[src/rtl/line_buf_pkg.sv]
// Shared definitions for the SDP-RAM line-buffer controller: FSM state
// encoding and the default geometry used by the controller and its wrapper.
package line_buf_pkg;

   // Frame position of the controller
   typedef enum logic [1:0] {
      ST_IDLE  = 2'd0,
      ST_LINE0 = 2'd1,
      ST_LINEN = 2'd2
   } line_state_e;

   localparam int DEF_ADDR_WIDTH = 11;
   localparam int DEF_DATA_WIDTH = 8;
   localparam int DEF_LINE_LEN   = 1280;
   localparam int DEF_LINE_CNT_W = 12;

endpackage : line_buf_pkg

[src/rtl/sdpram_line_buf_ctrl.sv]
// Line-buffer sequencer for a simple dual-port RAM used as a one-line delay.
// Each accepted pixel reads the previous line's pixel at its column in the
// accept cycle and overwrites that location one cycle later, so the current
// and previous-line pixels leave the block aligned, one cycle after accept.
module sdpram_line_buf_ctrl
   import line_buf_pkg::*;
#(
   parameter int ADDR_WIDTH = DEF_ADDR_WIDTH,
   parameter int DATA_WIDTH = DEF_DATA_WIDTH,
   parameter int LINE_LEN   = DEF_LINE_LEN,
   parameter int LINE_CNT_W = DEF_LINE_CNT_W
)(
   input  logic                  wr_clk,
   input  logic                  tb_wr_rst,
   input  logic                  sof,
   input  logic                  pix_vld,
   input  logic [DATA_WIDTH-1:0] pix_data,
   output logic                  ram_wr_en,
   output logic [ADDR_WIDTH-1:0] ram_wr_addr,
   output logic [DATA_WIDTH-1:0] ram_wr_data,
   output logic [ADDR_WIDTH-1:0] ram_rd_addr,
   input  logic [DATA_WIDTH-1:0] ram_rd_data,
   output logic                  out_vld,
   output logic [DATA_WIDTH-1:0] out_cur,
   output logic [DATA_WIDTH-1:0] out_prev,
   output logic [ADDR_WIDTH-1:0] out_col,
   output logic [LINE_CNT_W-1:0] out_line,
   output logic                  line_done
);

   // Line length must leave at least two columns (no same-address
   // read/write collision) and must fit the RAM address range.
   if ((LINE_LEN < 2) || (LINE_LEN > (1 << ADDR_WIDTH))) begin : g_bad_line_len
      $fatal(1, "sdpram_line_buf_ctrl: LINE_LEN out of range 2..2**ADDR_WIDTH");
   end

   localparam logic [ADDR_WIDTH-1:0] LAST_COL = ADDR_WIDTH'(LINE_LEN - 1);

   // Saturating increment for the line counter
   function automatic logic [LINE_CNT_W-1:0] sat_inc(input logic [LINE_CNT_W-1:0] v);
      if (&v) begin
         return v;
      end else begin
         return v + {{(LINE_CNT_W-1){1'b0}}, 1'b1};
      end
   endfunction

   line_state_e           state_r, state_nxt_s, eff_state_s;
   logic [ADDR_WIDTH-1:0] col_r, col_nxt_s, eff_col_s;
   logic [LINE_CNT_W-1:0] line_r, line_nxt_s, eff_line_s;
   logic                  sof_s, accept_s, wrap_s;

   logic                  vld_r;
   logic [ADDR_WIDTH-1:0] col_out_r;
   logic [DATA_WIDTH-1:0] pix_r;
   logic [LINE_CNT_W-1:0] line_out_r;
   logic                  done_r;
   logic                  prev_sel_r;

   // Effective position of the incoming pixel: sof restarts at col 0, line 0
   always_comb begin
      sof_s       = sof & pix_vld;
      accept_s    = 1'b0;
      eff_col_s   = col_r;
      eff_line_s  = line_r;
      eff_state_s = state_r;
      if (sof_s) begin
         accept_s    = 1'b1;
         eff_col_s   = {ADDR_WIDTH{1'b0}};
         eff_line_s  = {LINE_CNT_W{1'b0}};
         eff_state_s = ST_LINE0;
      end else begin
         accept_s    = pix_vld & (state_r != ST_IDLE);
      end
      wrap_s = (eff_col_s == LAST_COL);
   end

   // Next state, column and line counters
   always_comb begin
      state_nxt_s = state_r;
      col_nxt_s   = col_r;
      line_nxt_s  = line_r;
      if (accept_s) begin
         if (wrap_s) begin
            col_nxt_s  = {ADDR_WIDTH{1'b0}};
            line_nxt_s = sat_inc(eff_line_s);
         end else begin
            col_nxt_s  = eff_col_s + {{(ADDR_WIDTH-1){1'b0}}, 1'b1};
            line_nxt_s = eff_line_s;
         end
         case (eff_state_s)
            ST_LINE0: state_nxt_s = wrap_s ? ST_LINEN : ST_LINE0;
            ST_LINEN: state_nxt_s = ST_LINEN;
            default:  state_nxt_s = ST_IDLE;
         endcase
      end else begin
         state_nxt_s = state_r;
         col_nxt_s   = col_r;
         line_nxt_s  = line_r;
      end
   end

   // FSM and position counters
   always_ff @(posedge wr_clk or posedge tb_wr_rst) begin
      if (tb_wr_rst) begin
         state_r <= ST_IDLE;
         col_r   <= {ADDR_WIDTH{1'b0}};
         line_r  <= {LINE_CNT_W{1'b0}};
      end else begin
         state_r <= state_nxt_s;
         col_r   <= col_nxt_s;
         line_r  <= line_nxt_s;
      end
   end

   // Write/output stage: data and position of the pixel accepted last cycle
   always_ff @(posedge wr_clk or posedge tb_wr_rst) begin
      if (tb_wr_rst) begin
         vld_r      <= 1'b0;
         col_out_r  <= {ADDR_WIDTH{1'b0}};
         pix_r      <= {DATA_WIDTH{1'b0}};
         line_out_r <= {LINE_CNT_W{1'b0}};
         done_r     <= 1'b0;
         prev_sel_r <= 1'b0;
      end else if (accept_s) begin
         vld_r      <= 1'b1;
         col_out_r  <= eff_col_s;
         pix_r      <= pix_data;
         line_out_r <= eff_line_s;
         done_r     <= wrap_s;
         prev_sel_r <= (eff_state_s == ST_LINEN);
      end else begin
         vld_r      <= 1'b0;
         done_r     <= 1'b0;
         prev_sel_r <= 1'b0;
      end
   end

   // Read address follows the accept-cycle column; RAM returns data next cycle
   assign ram_rd_addr = eff_col_s;

   assign ram_wr_en   = vld_r;
   assign ram_wr_addr = col_out_r;
   assign ram_wr_data = pix_r;

   assign out_vld     = vld_r;
   assign out_cur     = pix_r;
   assign out_col     = col_out_r;
   assign out_line    = line_out_r;
   assign line_done   = done_r;
   // Line 0 has no valid previous line; mask whatever the RAM holds
   assign out_prev    = prev_sel_r ? ram_rd_data : {DATA_WIDTH{1'b0}};

endmodule : sdpram_line_buf_ctrl

[config.mk]
export PLATFORM = sky130hd
export DESIGN_NAME = sdpram_line_buf_ctrl
export DESIGN_NICKNAME = d
export VERILOG_FILES = /design/src/rtl/line_buf_pkg.sv /design/src/rtl/sdpram_line_buf_ctrl.sv
export SDC_FILE = /design/constraint.sdc
export NUM_CORES = 1
export LEC_CHECK = 0
export ABC_AREA = 1
export BUFFER_PORTS_ARGS = -buffer_cell sky130_fd_sc_hd__buf_2
export CAP_MARGIN = 10
export CORE_MARGIN = 2
export CORE_UTILIZATION = 35
export CTS_BUF_LIST = sky130_fd_sc_hd__clkbuf_4
export CTS_CLUSTER_DIAMETER = 60
export CTS_CLUSTER_SIZE = 12
export DETAILED_ROUTE_END_ITERATION = 7
export PLACE_DENSITY = 0.53
export SLEW_MARGIN = 40
export SYNTH_ARGS = -nofsm -noshare
export SYNTH_HDL_FRONTEND = slang
export SYNTH_SLANG_ARGS = --single-unit
[constraint.sdc]
create_clock -name wr_clk -period 5.4 [get_ports wr_clk]
set_input_delay 1.08 -clock wr_clk [delete_from_list [all_inputs] [get_ports wr_clk]]
set_output_delay 1.08 -clock wr_clk [all_outputs]
set_load 0.02 [all_outputs]
== Word-level counts from Yosys, hierarchy flattened ==
Cells that the tools add are included.
W data, S select, Z words.

* Bits in registers: 59
* Input bits: 20
* Output and inout port bits: 72
* Word-level logic and storage cells: 31

* Add/sub/neg operators: 2
* Equality and inequality tests: 3
* Muxes and demuxes: 13
* Bitwise operators: 2
* Reductions and logical operators: 2

{| class="wikitable"
|+ Operator list
! cell !! number
|-
| $mux W12 || 3
|-
| $mux W11 || 2
|-
| $add A12 B1 Y12 const B || 1
|-
| $reduce_and A12 Y1 || 1
|-
| $add A11 B1 Y11 const B || 1
|-
| $eq A11 B11 Y1 const B || 1
|-
| $mux W8 || 1
|-
| $mux W1 || 4
|-
| $mux W2 || 2
|-
| $pmux W2 S2 || 1
|-
| $and A1 B1 Y1 || 2
|-
| $eq A2 B1 Y1 const B || 1
|-
| $eq A2 B2 Y1 const B || 1
|-
| $reduce_bool A2 Y1 || 1
|}

== Logic depth before layout (Yosys ltp) ==
Gate-level depths: netlist of the first run.

* Word-level depth: 5
* Depth in mapped cells: 16
* Mapped depth without buffers: 14

== Least setup slack after synthesis of the first run ==
OpenSTA, ideal clock, no wires.

* Path type: input-to-reg
* Start point: in pix_vld
* End point: reg line_r[1]
* Library setup time: 0.117 ns
* Arrival time: 3.057 ns
* Setup slack: 2.226 ns
* Stages on the path: 13
* Path through: nand2_2 > buf_6 > inv_4 > nor2_1 > ha_1 > inv_1 > nor3_4 > nand2_4 > nor2_8 > buf_6 > nand3b_1 > nand3_1 > nand2_1

* Elaborated cells between the ends (all ways): 10
* Those cells by class: add/sub (1); eq/ne (1); mux (5); bitwise (2); reduce/logical (1)

{| class="wikitable"
|+ RTL lines
! item !! line !! RTL
|-
| start, declared || sdpram_line_buf_ctrl.sv:16 || <nowiki>input logic pix_vld,</nowiki>
|-
| $and A1 B1 Y1 || sdpram_line_buf_ctrl.sv:62 || <nowiki>sof_s = sof & pix_vld;</nowiki>
|-
| $mux W11 || sdpram_line_buf_ctrl.sv:67 || <nowiki>if (sof_s) begin</nowiki>
|-
| via ram_rd_addr[0] || sdpram_line_buf_ctrl.sv:21 || <nowiki>output logic [ADDR_WIDTH-1:0] ram_rd_addr,</nowiki>
|-
| $eq A11 B11 Y1 || sdpram_line_buf_ctrl.sv:75 || <nowiki>wrap_s = (eff_col_s == LAST_COL);</nowiki>
|-
| $mux W12 || sdpram_line_buf_ctrl.sv:84 || <nowiki>if (wrap_s) begin</nowiki>
|-
| end signal, assigned || sdpram_line_buf_ctrl.sv:108 || <nowiki>line_r <= {LINE_CNT_W{1'b0}};</nowiki>
|-
| end signal, assigned || sdpram_line_buf_ctrl.sv:112 || <nowiki>line_r <= line_nxt_s;</nowiki>
|-
| end, declared || sdpram_line_buf_ctrl.sv:50 || <nowiki>logic [LINE_CNT_W-1:0] line_r, line_nxt_s, eff_line_s;</nowiki>
|}

The timed path passes the listed nets, and every way through them passes these cells.
A chain may end at the register's enable or synchronous reset.

== Worst setup path in the final report of the first run ==
* Start point: in pix_vld
* End point: out ram_rd_addr[0]

* Longest elaborated chain between the ends: 2

{| class="wikitable"
|+ Ends and longest elaborated chain
! item !! line
|-
| $and A1 B1 Y1 || sdpram_line_buf_ctrl.sv:62
|-
| $mux W11 || sdpram_line_buf_ctrl.sv:67
|-
| end, declared || sdpram_line_buf_ctrl.sv:21
|}

Every way passes these cells.

==> flow_summary.yaml, run 1 <==
outcome:
  status: "finished, final reports clean"
worst_setup_path:
  crit_chain: "buf_2, nand2_2, inv_4, nor2_1, buf_2"
  reg2reg_to: "col_r[7]"
  timing.rr.start: "col_r[0]"
  cp.buffers_inverters: 3
  crit_path_end_kind: "primary output"
  rr_worst_depth: 10
  crit_required_ns: 4.32
  slowest_stage: "nand2_2"
  path_max_fanout: 31
  cp_top_family: "simple AND/OR/NAND/NOR gates"
  worstPathArrival_ns: 2.55
  cp_slowest_stage_delay_ns: 0.52
  cp-start-kind: "input port"
  path_common_cell: "buf_2"
  crit_type: "input port to primary output"
  r2r_slack_ns: 3.12
timing:
  rsz0062_at_grt: "no"
  setup_ws_ns: 1.77
  fmax_mhz: 276
  fin_setup_tns_ns: 0
  skew_ns: 0.0105
  final_hold_viol_count: 0
  drv_slew: 0
  fin_crit_sh: 0.672
  setup_viol: 0
  relSlewSlack: 0.522
  worst_slew_pin_slew_ns: 0.715
  fin_crit_ns: 3.63
route:
  drc_errors: 0
  drt_iter0_markers: 109
  dr.pass1.iters: 4
  antenna_left: 0
  routedWlPerCell_microns: 12.7
  wirelength_microns: 8200
  vias: 2953
  viasPerCell: 4.59
clocking:
  post_cts_buffers: 0
  clk_pin_slew_ns: 0.10
  cts_hold_repair.buffers: 0
  clk_latency_ns: 0.40
  clock_sinks: 59
  tritoncts: "built"
  h-tree-depth: 3
  cts_buffers: 9
  cts.path.max_buffers: 2
  post_cts_resize_count: 0
  cts-root-buf: "clkbuf_4"
power_and_ir_drop:
  pwr-share-comb: 0.276
  ir_worst_vdd_mv: 0.134
  swShare: 0.362
  p_switching_mw: 0.441
  p_clk_frac: 0.295
  p_per_area_nw_per_um2: 312
  power_leakage_nw: 2.33
  internal-power_mw: 0.779
  pwr-share-seq: 0.429
die:
  dieArea_sq_um: 10400
  die_h_microns: 102
  num_io_pins: 92
  die_w_microns: 102
  start_util: 0.361
  coreArea_sq_um: 9280
  rows: 35
yosys:
  synth-seq-cells: 59
  syn_area_per_cell_sq_um: 7.61
  synthCells: 441
  synth.cell_area_sq_um: 3350
  ys_seq_area_frac: 0.440
  synth_nets: 465
  yosysWarnings: 0
  ys_types: 32
place:
  gp_congestion: 0.818
  numPlacedInstances: 627
  post-place-ws_ns: 1.57
  hpwl_microns: 5600
  io_buffer_count: 91
global_route:
  track_usage: 0.165
  grt_overflow_total: 0
  grt_pass1_vias: 2689
  grt_start_max_net_pins: 69
  antenna_found_initial: 0
  grt_first_pass_wirelength_microns: 13500
final_layout:
  fillers: 964
  n_antenna_cell: 0
  fin_nets: 533
  layout.cells.non_filler: 643
  drive_above_1_share: 0.282
  synthToLayoutAreaGrowth_pct: 16.4
hold_path:
  hold_path_class: "flop to flop"
  holdPathStages: 2
  min_to: "out_line[6]"
  min-delay-start: "out_line[6]"
flow_run:
  cap_violations: 0
## worst register-to-register path: stages (launching register included)
cell     delay [ns]
dfrtp_1        0.34
inv_1          0.06
nor2_1         0.35
ha_1           0.31
inv_1          0.11
nor3_4         0.29
nand3_2        0.26
nand2_2        0.18
inv_1          0.10
nand3_1        0.07
o21ai_0        0.08
## Yosys cell counts, drive strengths merged
master / n / share of area
xnor2: 2 / 0.0052
dfrtp: 59 / 0.44
a21oi: 2 / 0.0030
buf: 31 / 0.067
nor2: 27 / 0.050
o21ai: 32 / 0.048
o22ai: 2 / 0.0037
nand3: 32 / 0.062
ha: 4 / 0.015
nand2: 181 / 0.21
nand4: 6 / 0.013
clkbuf: 5 / 0.0056
o211ai: 1 / 0.0022
nor3: 6 / 0.015
nand3b: 1 / 0.0022
inv: 48 / 0.054
xor2: 2 / 0.0052
## through the flow
| stage | hold slack [ns] | utilization | cell area [sq um] | power [mW] |
|---|---|---|---|---|
| after floorplan | 0.449 | - | 3350 | 0.799 |
| after global placement | 0.462 | 0.403 | 3740 | 0.871 |
| after detailed placement | 0.470 | 0.404 | 3750 | 0.873 |
| after CTS | 0.497 | 0.420 | 3900 | 1.24 |
| after global routing | 0.521 | 0.421 | 3910 | 1.30 |
| final | 0.491 | 0.421 | 3910 | 1.22 |
## flip-flops by register name, indices dropped and copies added (netlist names)
register and cells:
out_col 11, out_line 12, out_vld 1, line_done 1, prev_sel_r 1, col_r 11, state_r 2, line_r 12
out_cur 8
## kinds of logic after synthesis
kind of cell / synth area share
DFF: 0.440
adders and majority gates: 0.0149
AOI/OAI and AO/OA: 0.0567
xor gates and xnor gates: 0.0104
and+or+nand+nor: 0.351
buffers and inverters: 0.127
## cell type report
type,instances,area [sq um],area share
clock buffer,10,75.1,0.0192
tap,129,161,0.0413
sequential,59,1480,0.378
clock inverter,6,80.1,0.0205
multi-input combinational,298,1450,0.372
inverter,48,185,0.0474
timing repair buffer,93,474,0.121
## how the worst max path moves through the flow
stage                  from        endpoint  slack [ns]  depth (start not counted)
floorplan           pix_vld       line_r[1]        2.23                         13
global placement    pix_vld       line_r[0]        1.75                         12
detailed placement  pix_vld        col_r[7]        1.57                         12
CTS                 pix_vld  ram_rd_addr[0]        1.79                          5
global route        pix_vld  ram_rd_addr[0]        1.70                          5
finish              pix_vld  ram_rd_addr[0]        1.77                          5
## layer usage
| layer | up-vias | GRT usage | share of wire |
|---|---|---|---|
| met4 | 0 | 0.0718 | 0.017 |
| met3 | 13 | 0.0328 | 0.058 |
| li1 | 1497 | - | - |
| met5 | - | 0 | 0 |
| met1 | 1352 | 0.242 | 0.50 |
| met2 | 91 | 0.236 | 0.43 |
## cell usage in the layout (no fill, tap or decap), types with 7 or more instances in the layout
master | Yosys | layout
buf_2 | 8 | 91
inv_1 | 45 | 43
nor2_2 | 8 | 8
nand3_2 | 7 | 7
dfrtp_1 | 59 | 59
nor2_1 | 14 | 14
nand2_1 | 175 | 175
nand3_1 | 24 | 24
clkbuf_4 | 0 | 10
o21ai_0 | 28 | 28
## power groups by stage
| stage | clock, mW | combinational (mW) | sequential (mW) |
|---|---|---|---|
| after floorplan | 0 | 0.233 | 0.567 |
| after global placement | 0 | 0.339 | 0.532 |
| after detailed placement | 0 | 0.339 | 0.534 |
| after CTS | 0.374 | 0.340 | 0.525 |
| after global routing | 0.394 | 0.371 | 0.532 |
| final | 0.360 | 0.336 | 0.524 |
No activity file was read; power rests on OpenSTA's default activity.
==> run 2: changes to the inputs <==
- ABC_AREA: 1 -> 0
- PLACE_DENSITY: 0.53 -> 0.56
- clock period: 5.4 -> 3.2 ns (I/O delays scaled with it)
==> flow_summary.yaml, run 2 <==
route:
  viasPerCell: 5.00
  antenna_left: 0
  drt_iter0_markers: 138
  routedWlPerCell_microns: 14.4
  vias: 2561
  drc_errors: 0
  wirelength_microns: 7360
  dr.pass1.iters: 4
worst_setup_path:
  r2r_slack_ns: 0.82
  reg2reg_to: "line_r[1]"
  cp-start-kind: "input port"
  cp.buffers_inverters: 2
  path_max_fanout: 8
  crit_required_ns: 3.49
  path_common_cell: "nand2_1"
  cp_slowest_stage_delay_ns: 0.58
  timing.rr.start: "col_r[0]"
  crit_chain: "buf_2, nand2_1, nand2_1, inv_1, ha_1, and4_1, nand4_1, nor3_1, mux2_2"
  worstPathArrival_ns: 2.97
  slowest_stage: "nor3_1"
  cp_top_family: "simple AND/OR/NAND/NOR gates"
  crit_path_end_kind: "flop"
  crit_type: "input port to flop"
  rr_worst_depth: 7
timing:
  drv_slew: 0
  fin_setup_tns_ns: 0
  relSlewSlack: 0.460
  fmax_mhz: 374
  hold_ws_ns: 0.216
  worst_slew_pin_slew_ns: 0.805
  fin_crit_sh: 0.837
  setup_viol: 0
  skew_ns: 0.00941
  setup_ws_ns: 0.523
  final_hold_viol_count: 0
  fin_crit_ns: 2.68
  rsz0062_at_grt: "no"
die:
  dieArea_sq_um: 9270
  start_util: 0.363
  die_h_microns: 96.3
  rows: 33
  coreArea_sq_um: 8220
  num_io_pins: 92
  die_w_microns: 96.3
yosys:
  synth_ff_type: "dfrtp_1"
  synth-seq-cells: 59
  ys_seq_area_frac: 0.496
  synth_area_leader_cell: "dfrtp_1"
  synth-edff-count: 0
  syn_area_per_cell_sq_um: 9.14
  yosysMostFrequentCell: "nand2_1"
  synth_nets: 350
  synth_top_area_share: 0.496
  synth.cell_area_sq_um: 2980
  ys_types: 51
  yosys-top-cells-count: "80 x nand2_1, 59 x dfrtp_1, 20 x buf_4, 16 x o21ai_0"
  ys_async_sr_fraction: 1.00
  yosysWarnings: 0
  synth.area.top_cells: "dfrtp_1 50%, nand2_1 10%, buf_4 5.0%"
  synthCells: 326
power_and_ir_drop:
  pwr-share-seq: 0.491
  power_leakage_nw: 1.87
  swShare: 0.312
  power_mw: 1.70
  p_per_area_nw_per_um2: 478
  p_clk_frac: 0.315
  p_switching_mw: 0.531
  pwr-share-comb: 0.195
  internal-power_mw: 1.17
  ir_worst_vdd_mv: 0.187
place:
  post-place-ws_ns: 0.157
  gp_congestion: 0.791
  place_area_sq_um: 3430
  hpwl_microns: 5380
  numPlacedInstances: 496
  io_buffer_count: 91
final_layout:
  layout.cells.most_common: "buf_2"
  final_cell_mix: "91 x buf_2, 80 x nand2_1, 59 x dfrtp_1, 16 x o21ai_0, 15 x and2_1"
  synthToLayoutAreaGrowth_pct: 19.6
  fillers: 865
  fin_nets: 426
  layout.cells.non_filler: 512
  drive_above_1_share: 0.319
  n_antenna_cell: 0
  utilization: 0.434
  stdcell_area_sq_um: 3560
clocking:
  cts_buffers: 9
  clk_latency_ns: 0.40
  h-tree-depth: 3
  post_cts_resize_count: 0
  cts_hold_repair.buffers: 0
  tritoncts: "built"
  clk_pin_slew_ns: 0.10
  clock_sinks: 59
  cts.path.max_buffers: 2
  cts-root-buf: "clkbuf_4"
  post_cts_buffers: 0
hold_path:
  hold_path_class: "input port to asynchronous set/reset pin"
global_route:
  grt_overflow_total: 0
  antenna_found_initial: 0
  grt_pass1_vias: 2394
  grt_first_pass_wirelength_microns: 11800
  track_usage: 0.171
  grt_start_max_net_pins: 41
outcome:
  status: "finished, final reports clean"
flow_run:
  cap_violations: 0
-- run 2: logic make-up (layout without fill, tap and decap cells) --
family | after synthesis | in the layout | synth area share
buffers and inverters | 51 | 132 | 0.0941
adder cells (fa/ha/maj) | 4 | 4 | 0.0168
multiplexers | 7 | 7 | 0.0256
AO/OA/AOI/OAI | 52 | 52 | 0.113
flip-flops | 59 | 59 | 0.496
AND/OR/NAND/NOR | 145 | 145 | 0.232
XOR/XNOR | 8 | 8 | 0.0235
-- run 2: power by group through the flow --
stage | Clock [mW] | Combinational (mW) | Sequential [mW]
after floorplan | 0 | 0.215 | 0.882
after global placement | 0 | 0.336 | 0.849
after detailed placement | 0 | 0.337 | 0.851
after CTS | 0.558 | 0.337 | 0.836
after global routing | 0.591 | 0.368 | 0.842
final | 0.536 | 0.331 | 0.835
-- run 2: cell type report --
type / instances / area (sq um) / share of cell area
flip-flops and latches: 59 / 1480 / 0.414
clock inverters: 3 / 38.8 / 0.0109
inverters: 16 / 60.1 / 0.0169
clock buffers: 13 / 97.6 / 0.0274
repair buffers: 100 / 523 / 0.147
well taps: 105 / 131 / 0.0369
multi-input cells: 216 / 1240 / 0.347
-- run 2: worst max-delay path by stage --
stage	start	slack, ns	endpoint	cells past startpoint
after floorplan	pix_vld	0.18	line_r[1]	9
after global placement	sof	0.23	line_r[1]	9
after detailed placement	sof	0.16	line_r[1]	9
after CTS	sof	0.56	line_r[1]	9
after global routing	sof	0.33	line_r[1]	9
final	sof	0.52	line_r[1]	9
-- run 2: metal layers --
| metal | share of wire | vias to the layer above | wire length, microns | GRT usage |
|---|---|---|---|---|
| li1 | - | 1244 | - | - |
| met1 | 0.46 | 1237 | 3350 | 0.221 |
| met2 | 0.48 | 69 | 3500 | 0.272 |
| met3 | 0.051 | 11 | 372 | 0.0360 |
| met4 | 0.018 | 0 | 136 | 0.0798 |
| met5 | 0 | - | 0 | 0 |
==> run 3: changes to the inputs <==
- PLACE_DENSITY: 0.56 -> 0.54
- clock period: 3.2 -> 2.7 ns (I/O delays scaled with it)
==> flow_summary.yaml, run 3 (synthesized netlist as in run 2, its figures left out) <==
worst_setup_path:
  worstPathArrival_ns: 2.54
  crit_type: "input port to flop"
  crit_required_ns: 3.00
  path_max_fanout: 6
  cp-start-kind: "input port"
  slowest_stage: "nor3_2"
  cp_slowest_stage_delay_ns: 0.43
  crit_chain: "buf_2, nand2_1, and2_2, ha_1, and4_1, nand4_1, nor3_2, mux2_2"
  crit_path_end_kind: "flop"
global_route:
  grt_start_max_net_pins: 35
  grt_overflow_total: 0
  antenna_found_initial: 0
  grt_first_pass_wirelength_microns: 11900
  track_usage: 0.170
  grt_pass1_vias: 2377
clocking:
  clock_sinks: 59
  post_cts_resize_count: 0
  clk_latency_ns: 0.41
  clk_pin_slew_ns: 0.10
  tritoncts: "built"
  post_cts_buffers: 0
  h-tree-depth: 3
  cts_hold_repair.buffers: 0
  cts.path.max_buffers: 2
  cts_buffers: 9
  cts-root-buf: "clkbuf_4"
timing:
  worst_slew_pin_slew_ns: 0.690
  skew_ns: 0.00990
  fin_setup_tns_ns: 0
  setup_viol: 0
  final_hold_viol_count: 0
  fin_crit_sh: 0.830
  hold_ws_ns: 0.227
  drv_slew: 0
  relSlewSlack: 0.539
  rsz0062_at_grt: "no"
  setup_ws_ns: 0.458
  fin_crit_ns: 2.24
  fmax_mhz: 446
die:
  die_h_microns: 96.3
  die_w_microns: 96.3
  coreArea_sq_um: 8220
  rows: 33
  dieArea_sq_um: 9270
  num_io_pins: 92
  start_util: 0.363
hold_path:
  hold_path_class: "input port to asynchronous set/reset pin"
final_layout:
  fillers: 858
  stdcell_area_sq_um: 3580
  synthToLayoutAreaGrowth_pct: 20.3
  final_cell_mix: "91 x buf_2, 80 x nand2_1, 59 x dfrtp_1, 16 x o21ai_0"
  fin_nets: 431
  layout.cells.most_common: "buf_2"
  drive_above_1_share: 0.333
  n_antenna_cell: 0
route:
  viasPerCell: 4.91
  antenna_left: 0
  drt_iter0_markers: 125
  wirelength_microns: 7280
  vias: 2539
  drc_errors: 0
  routedWlPerCell_microns: 14.1
  dr.pass1.iters: 4
  dr_wl_met3_microns: 417
  top_layer: "met4"
  wirelength_met1_microns: 3510
  wl_met2_microns: 3210
place:
  hpwl_microns: 5240
  post-place-ws_ns: 0.0507
  place_area_sq_um: 3480
  gp_congestion: 0.840
  io_buffer_count: 91
power_and_ir_drop:
  ir_worst_vdd_mv: 0.200
  p_per_area_nw_per_um2: 530
  power_leakage_nw: 1.88
flow_run:
  cap_violations: 0
outcome:
  status: "finished, final reports clean"
-- run 3: worst paths after layout --
check                      slack, ns         start           end  cells past startpoint
max                             0.46       pix_vld     line_r[1]                      8
min                             0.23     tb_wr_rst       out_vld                      2
max reg2reg                     0.47      col_r[1]     line_r[1]                      6
min reg2reg                     0.49  out_line[10]  out_line[10]                      2
max in group asynchronous       1.77     tb_wr_rst     line_r[5]                      3
min in group wr_clk             0.32   pix_data[4]    out_cur[4]                      3
-- run 3: cell type report --
type                       count  area (sq um)  area share
tap                          105           131      0.0367
sequential                    59          1480       0.412
multi-input combinational    216          1250       0.350
inverter                      16          60.1      0.0168
clock inverter                 5          20.0     0.00559
clock buffer                  11          82.6      0.0230
timing repair buffer         105           561       0.156
-- run 3: through the flow --
stage / utilization / power, mW / instances
floorplan: - / 1.30 / 326
finish: 0.436 / 1.90 / 517
CTS: 0.436 / 1.93 / 517
global route: 0.436 / 2.02 / 517
global placement: 0.423 / 1.41 / 501
detailed placement: 0.423 / 1.42 / 501
-- run 3: layer usage --
layer / up-vias / GRT usage
met3: 12 / 0.0360
met4: 0 / 0.0857
met2: 72 / 0.240
met5: - / 0
li1: 1247 / -
met1: 1208 / 0.243
-- run 3: critical path: cells and delay by family --
family / cells / cell delay [ns]
buffers and inverters: 1 / 0.11
muxes: 1 / 0.37
and+or+nand+nor: 5 / 1.30
adders and majority gates: 1 / 0.20
-- run 3: power by group --
group | internal [mW] | leakage, nW | total (mW) | switching [mW]
combinational | 0.134 | 1.03 | 0.404 | 0.271
clock | 0.197 | 0.0608 | 0.505 | 0.308
sequential | 0.941 | 0.789 | 0.988 | 0.0478
